`config.mk`:
```
export PLATFORM = sky130hd
export DESIGN_NAME = bfly_seq
export DESIGN_NICKNAME = d
export VERILOG_FILES = /design/src/rtl/fp_pkg.sv /design/src/rtl/bfly_addsub.sv /design/src/rtl/fp_add32.sv /design/src/rtl/bfly_seq.sv
export SDC_FILE = /design/constraint.sdc
export NUM_CORES = 1
export LEC_CHECK = 0
export BUFFER_PORTS_ARGS = -buffer_cell sky130_fd_sc_hd__buf_2
export CORE_MARGIN = 2
export CORE_UTILIZATION = 35
export DETAILED_ROUTE_END_ITERATION = 8
export MAX_ROUTING_LAYER = met4
export PLACE_DENSITY = 0.54
export SYNTH_ARGS = -nofsm -noshare
export SYNTH_HDL_FRONTEND = slang
export SYNTH_SLANG_ARGS = --single-unit
```
`constraint.sdc`:
```
create_clock -name clk -period 21.2 [get_ports clk]
set_input_delay 4.24 -clock clk [delete_from_list [all_inputs] [get_ports clk]]
set_output_delay 4.24 -clock clk [all_outputs]
set_load 0.005 [all_outputs]
```
`src/rtl/fp_pkg.sv`:
```
// Shared single-precision field layout and sequencer state encoding for the
// butterfly datapath.
package fp_pkg;

  localparam int SIGN_BIT = 31;
  localparam int EXP_HI   = 30;
  localparam int EXP_LO   = 23;
  localparam int MAN_HI   = 22;
  localparam int MAN_LO   = 0;
  localparam int EXP_W    = EXP_HI - EXP_LO + 1;
  localparam int MAN_W    = MAN_HI - MAN_LO + 1;

  localparam logic [31:0]      FP_ZERO = 32'h0000_0000;
  localparam logic [31:0]      FP_NAN  = 32'hFFFF_FFFF;
  localparam logic [EXP_W-1:0] EXP_INF = '1;

  typedef enum logic [1:0] {
    ST_IDLE = 2'd0,
    ST_RE   = 2'd1,
    ST_IM   = 2'd2,
    ST_DONE = 2'd3
  } state_e;

  typedef struct packed {
    logic [31:0] re;
    logic [31:0] im;
  } cplx_t;

endpackage

```
`src/rtl/bfly_addsub.sv`:
```
// Shared butterfly arithmetic: selects the real or imaginary operand pair and
// feeds the single adder and single subtractor.
module bfly_addsub
  import fp_pkg::*;
(
  input  cplx_t       a_i,
  input  cplx_t       b_i,
  input  logic        sel_im_i,
  output logic [31:0] sum_o,
  output logic [31:0] diff_o
);

  logic [31:0] op_a, op_b;

  assign op_a = sel_im_i ? a_i.im : a_i.re;
  assign op_b = sel_im_i ? b_i.im : b_i.re;

  fp_add32 #(.SUB(1'b0)) u_add (.a_i(op_a), .b_i(op_b), .y_o(sum_o));
  fp_add32 #(.SUB(1'b1)) u_sub (.a_i(op_a), .b_i(op_b), .y_o(diff_o));

endmodule

```
`src/rtl/fp_add32.sv`:
```
// Combinational single-precision adder; SUB=1 negates B to form a subtractor.
// Denormals flush to zero, results truncate, overflow and Inf/NaN inputs give FP_NAN.
module fp_add32
  import fp_pkg::*;
#(
  parameter bit SUB = 1'b0
) (
  input  logic [31:0] a_i,
  input  logic [31:0] b_i,
  output logic [31:0] y_o
);

  logic              sa, sb, sl, ss, a_big, eff_sub, sticky;
  logic [EXP_W-1:0]  ea, eb, el, es, ediff;
  logic [MAN_W:0]    man_a, man_b, ml, ms;
  logic [MAN_W+3:0]  ml_x, ms_x, ms_sh;
  logic [MAN_W+4:0]  mag, norm;
  logic [4:0]        lz;
  logic signed [9:0] exp_r;
  logic [MAN_W-1:0]  mant;

  always_comb begin
    sa     = a_i[SIGN_BIT];
    sb     = b_i[SIGN_BIT] ^ SUB;
    ea     = a_i[EXP_HI:EXP_LO];
    eb     = b_i[EXP_HI:EXP_LO];
    man_a  = (ea != '0) ? {1'b1, a_i[MAN_HI:MAN_LO]} : '0;
    man_b  = (eb != '0) ? {1'b1, b_i[MAN_HI:MAN_LO]} : '0;
    a_big  = a_i[EXP_HI:MAN_LO] >= b_i[EXP_HI:MAN_LO];
    sl     = a_big ? sa : sb;
    ss     = a_big ? sb : sa;
    el     = a_big ? ea : eb;
    es     = a_big ? eb : ea;
    ml     = a_big ? man_a : man_b;
    ms     = a_big ? man_b : man_a;
    ediff  = el - es;
    ml_x   = {ml, 3'b000};
    ms_x   = {ms, 3'b000};
    sticky = 1'b0;
    // three guard bits plus a sticky LSB keep borrows right on subtraction
    if (ediff >= 8'd27) begin
      ms_sh = {26'd0, |ms_x};
    end else begin
      ms_sh     = ms_x >> ediff;
      sticky    = |(ms_x & ((27'd1 << ediff) - 27'd1));
      ms_sh[0]  = ms_sh[0] | sticky;
    end
    eff_sub = sl ^ ss;
    mag     = eff_sub ? ({1'b0, ml_x} - {1'b0, ms_sh})
                      : ({1'b0, ml_x} + {1'b0, ms_sh});
    lz = 5'd0;
    for (int i = 0; i < 28; i++) begin
      if (mag[i]) lz = 5'(27 - i);
    end
    norm  = mag << lz;
    exp_r = $signed({2'b00, el}) + 10'sd1 - $signed({5'd0, lz});
    mant  = 23'(norm >> 4);
    if (ea == EXP_INF || eb == EXP_INF) y_o = FP_NAN;
    else if (mag == '0)                 y_o = FP_ZERO;
    else if (exp_r >= 10'sd255)         y_o = FP_NAN;
    else if (exp_r <= 10'sd0)           y_o = FP_ZERO;
    else                                y_o = {sl, exp_r[7:0], mant};
  end

endmodule

```
`src/rtl/bfly_seq.sv`:
```
// Radix-2 butterfly sequencer: captures A/B, computes the real half then the
// imaginary half on one shared add/sub pair, and holds results until taken.
module bfly_seq
  import fp_pkg::*;
#(
  parameter int CNT_W = 16
) (
  input  logic             clk,
  input  logic             reset,
  input  logic             in_valid,
  output logic             in_ready,
  input  logic [31:0]      a_re,
  input  logic [31:0]      a_im,
  input  logic [31:0]      b_re,
  input  logic [31:0]      b_im,
  output logic             out_valid,
  input  logic             out_ready,
  output logic [31:0]      s_re,
  output logic [31:0]      s_im,
  output logic [31:0]      d_re,
  output logic [31:0]      d_im,
  output logic             busy,
  output logic [CNT_W-1:0] bfly_cnt
);

  state_e             state_q, state_d;
  cplx_t              a_q, b_q;
  logic [31:0]        s_re_q, s_im_q, d_re_q, d_im_q;
  logic [CNT_W-1:0]   cnt_q, cnt_d;
  logic               accept, sel_im, ld_re, ld_im;
  logic [31:0]        sum, diff;

  bfly_addsub u_addsub (
    .a_i      (a_q),
    .b_i      (b_q),
    .sel_im_i (sel_im),
    .sum_o    (sum),
    .diff_o   (diff)
  );

  always_comb begin
    state_d  = state_q;
    in_ready = 1'b0;
    sel_im   = 1'b0;
    ld_re    = 1'b0;
    ld_im    = 1'b0;
    unique case (state_q)
      ST_IDLE: begin
        in_ready = 1'b1;
        if (in_valid) state_d = ST_RE;
      end
      ST_RE: begin
        ld_re   = 1'b1;
        state_d = ST_IM;
      end
      ST_IM: begin
        sel_im  = 1'b1;
        ld_im   = 1'b1;
        state_d = ST_DONE;
      end
      ST_DONE: begin
        // results leave and a new set may enter on the same edge
        in_ready = out_ready;
        if (out_ready) state_d = in_valid ? ST_RE : ST_IDLE;
      end
      default: state_d = ST_IDLE;
    endcase
  end

  assign accept    = in_valid && in_ready;
  assign out_valid = (state_q == ST_DONE);
  assign busy      = (state_q != ST_IDLE);
  assign cnt_d     = (out_valid && out_ready) ? cnt_q + CNT_W'(1) : cnt_q;

  always_ff @(posedge clk) begin
    if (reset) begin
      state_q <= ST_IDLE;
      a_q     <= '0;
      b_q     <= '0;
      s_re_q  <= FP_ZERO;
      s_im_q  <= FP_ZERO;
      d_re_q  <= FP_ZERO;
      d_im_q  <= FP_ZERO;
      cnt_q   <= '0;
    end else begin
      state_q <= state_d;
      cnt_q   <= cnt_d;
      if (accept) begin
        a_q <= '{re: a_re, im: a_im};
        b_q <= '{re: b_re, im: b_im};
      end
      if (ld_re) begin
        s_re_q <= sum;
        d_re_q <= diff;
      end
      if (ld_im) begin
        s_im_q <= sum;
        d_im_q <= diff;
      end
    end
  end

  assign s_re     = s_re_q;
  assign s_im     = s_im_q;
  assign d_re     = d_re_q;
  assign d_im     = d_im_q;
  assign bfly_cnt = cnt_q;

endmodule

```
==> results_dict.tcl <==
set metrics [dict create \
    cts.repair.resized 0 \
    dieArea_mm2 0.0745 \
    ios 279 \
    tritoncts "yes" \
    cpPeakStageDelay_ps 860 \
    drc 0 \
    gp_congestion 0.990 \
    drv_slew 0 \
    cp.required_ps 21610 \
    worst_pin_slew_ps 1150 \
    startpoint_type "flop" \
    netlist_top_cells_area "dfxtp_1 22%, nand2_1 7.6%, a21oi_1 7.4%" \
    grt_pass1_vias 25545 \
    gr-total-overflow 0 \
    clk_pin_slew_ps 60 \
    cap_viol_max_count 0 \
    synth_cell_type_count 114 \
    hold_viol 0 \
    crit_fanout 72 \
    syn_area_mm2 0.0253 \
    clock_sinks 274 \
    max-slew-margin-rel_pct 21.9 \
    postSynthCellCount 3614 \
    syn_avg_cell_area_um2 7.00 \
    synth_warnings 0 \
    dr.pass1.iters 9 \
    dieWidth_um 273 \
    finClkSkew_ps 59.4 \
    hpwl_mm 75.7 \
    vias 28000 \
    ant_nets 0 \
    wl_per_cell_um 21.2 \
    synth-edff-count 0 \
    synth_area_leader_cell "dfxtp_1" \
    synth_fp_nets 3847 \
    postCtsSetupBuffers 0 \
    initial_core_util_pct 35.4 \
    final.setup.tns_ps 0 \
    htree_levels 1 \
    drive_gt1_share_pct 14.0 \
    diodes 0 \
    synth_seq_cells 274 \
    cts_made_buffers 30 \
    cts_hold_buffers 0 \
    grt_usage_pct 26.2 \
    cts_buffer_depth 3 \
    coreArea_mm2 0.0715 \
    timing.rr.start "state_q[0]$_SDFFE_PP0P_" \
    status "completed" \
    async_flop_share_pct 0 \
    clock_latency_ps 620 \
    grt_setup_unrepaired "false" \
    setup_viol 0 \
    path_class "reg -> reg" \
    grt_max_degree 99 \
    cp-end-kind "flop" \
    cpMaxStageDelayCell "nor3_2" \
    cpMostUsedCell "a21oi_1" \
    port_buffers 278 \
    min_from "a_q[33]$_SDFFE_PP0P_" \
    synth-seq-area-share_pct 21.7 \
    min_period_over_period_pct 82.2 \
    min_period_ps 17430 \
    drt_wl_total_mm 99.1 \
    crit_arrival_ps 17840 \
    nets 3936 \
    startpoint "state_q[0]$_SDFFE_PP0P_" \
    synth_flop_cell "dfxtp_1" \
    synthToLayoutAreaGrowth_pct 11.9 \
    netlist.area_leader.share_pct 21.7 \
    grt_pass1_wl_mm 153 \
    drtIter0Drc 2841 \
    grt_antenna_before_repair 0 \
    std_cell_rows 98 \
    die_h_um 273 \
    clockRootBuffer "clkbuf_16" \
    vias_per_cell 5.99 \
    max_freq_ghz 0.0574 \
    hold_class "reg -> reg" \
]
==> cells in the mapped netlist, types with 24 or more instances <==
library cell,number
nand2_1,513
nor2_1,394
a21oi_1,373
dfxtp_1,274
o21ai_0,210
clkbuf_1,187
inv_1,123
nor3_1,110
mux2i_1,108
a211oi_1,102
ha_1,98
nand3_1,88
o211ai_1,75
o22ai_1,48
xnor2_1,46
mux2_2,42
a31oi_1,39
buf_2,39
a21o_1,35
nand2b_1,32
nand4_1,30
and3_1,27
o21a_1,27
xor2_1,26
buf_1,25
or3_1,25
and2_1,24
==> cell families (layout without fill, tap and decap cells) <==
group | count (synthesis) | count (layout) | synth area share (%)
simple gates | 1362 | 1362 | 24.4
mux | 156 | 156 | 6.68
buf+inv | 395 | 507 | 6.34
flops | 274 | 274 | 21.7
compound gates | 1251 | 1251 | 33.2
xor+xnor | 73 | 73 | 2.56
fa+ha+maj | 103 | 103 | 5.16
==> sequential cells by signal, indices dropped and copies added, names as in the netlist <==
name	flops
a_q	64
b_q	64
d_im	32
d_re	32
s_im	32
s_re	32
bfly_cnt	16
state_q	2
==> cell type report <==
class | count | area [um2]
clock buffers | 43 | 900
clock inverters | 12 | 193
fillers | 7649 | 43200
inverters | 129 | 489
multi-input cells | 2945 | 18300
flip-flops and latches | 274 | 5490
well taps | 950 | 1190
repair buffers | 323 | 1740
==> critical path, delay by kind of cell (launching register included) <==
kind,cells,cell delay (ps)
compound gates,29,6960
fa+ha+maj,6,2010
buf+inv,6,2410
flops,1,350
simple gates,19,5400
==> layer usage <==
layer / global-route usage (%) / share of wire [%] / vias up
li1: - / - / 13487
met2: 40.9 / 45 / 1171
met3: 2.89 / 7.0 / 147
met4: 6.39 / 2.4 / 0
met5: - / 0 / -
met1: 36.0 / 45 / 13195
==> final timing paths <==
kind / end / cells after the start / slack, ps
setup / recovery: s_im[7]$_SDFFE_PP0P_ / 60 / 3770
hold / removal: a_q[33]$_SDFFE_PP0P_ / 2 / 450
setup reg to reg: s_im[7]$_SDFFE_PP0P_ / 60 / 3770
hold reg to reg: a_q[33]$_SDFFE_PP0P_ / 2 / 450
==> metrics by stage <==
| stage | cell area, um2 | util (%) | std cells | setup slack (ps) | hold slack [ps] |
|---|---|---|---|---|---|
| floorplan | 25300 | - | 3614 | 6190 | 433 |
| global placement | 27200 | 38.1 | 4621 | 4530 | 442 |
| detailed placement | 27200 | 38.1 | 4621 | 4210 | 443 |
| CTS | 28300 | 39.6 | 4676 | 4090 | 452 |
| global route | 28300 | 39.6 | 4676 | 2180 | 470 |
| finish | 28300 | 39.6 | 4676 | 3770 | 454 |
==> cell usage in the layout (no fill, tap or decap), drive strengths merged, types with 43 or more instances in the layout <==
cell	instances
dfxtp	274
ha	98
mux2i	108
buf	323
clkbuf	43
a211oi	103
nand2	515
inv	130
nor2	397
o21ai	223
nor3	112
a21oi	378
xnor2	47
nand3	88
o22ai	48
o211ai	79
Power is not shown: default switching activity piles up to over one toggle a cycle in this logic, so the estimate is an artifact.
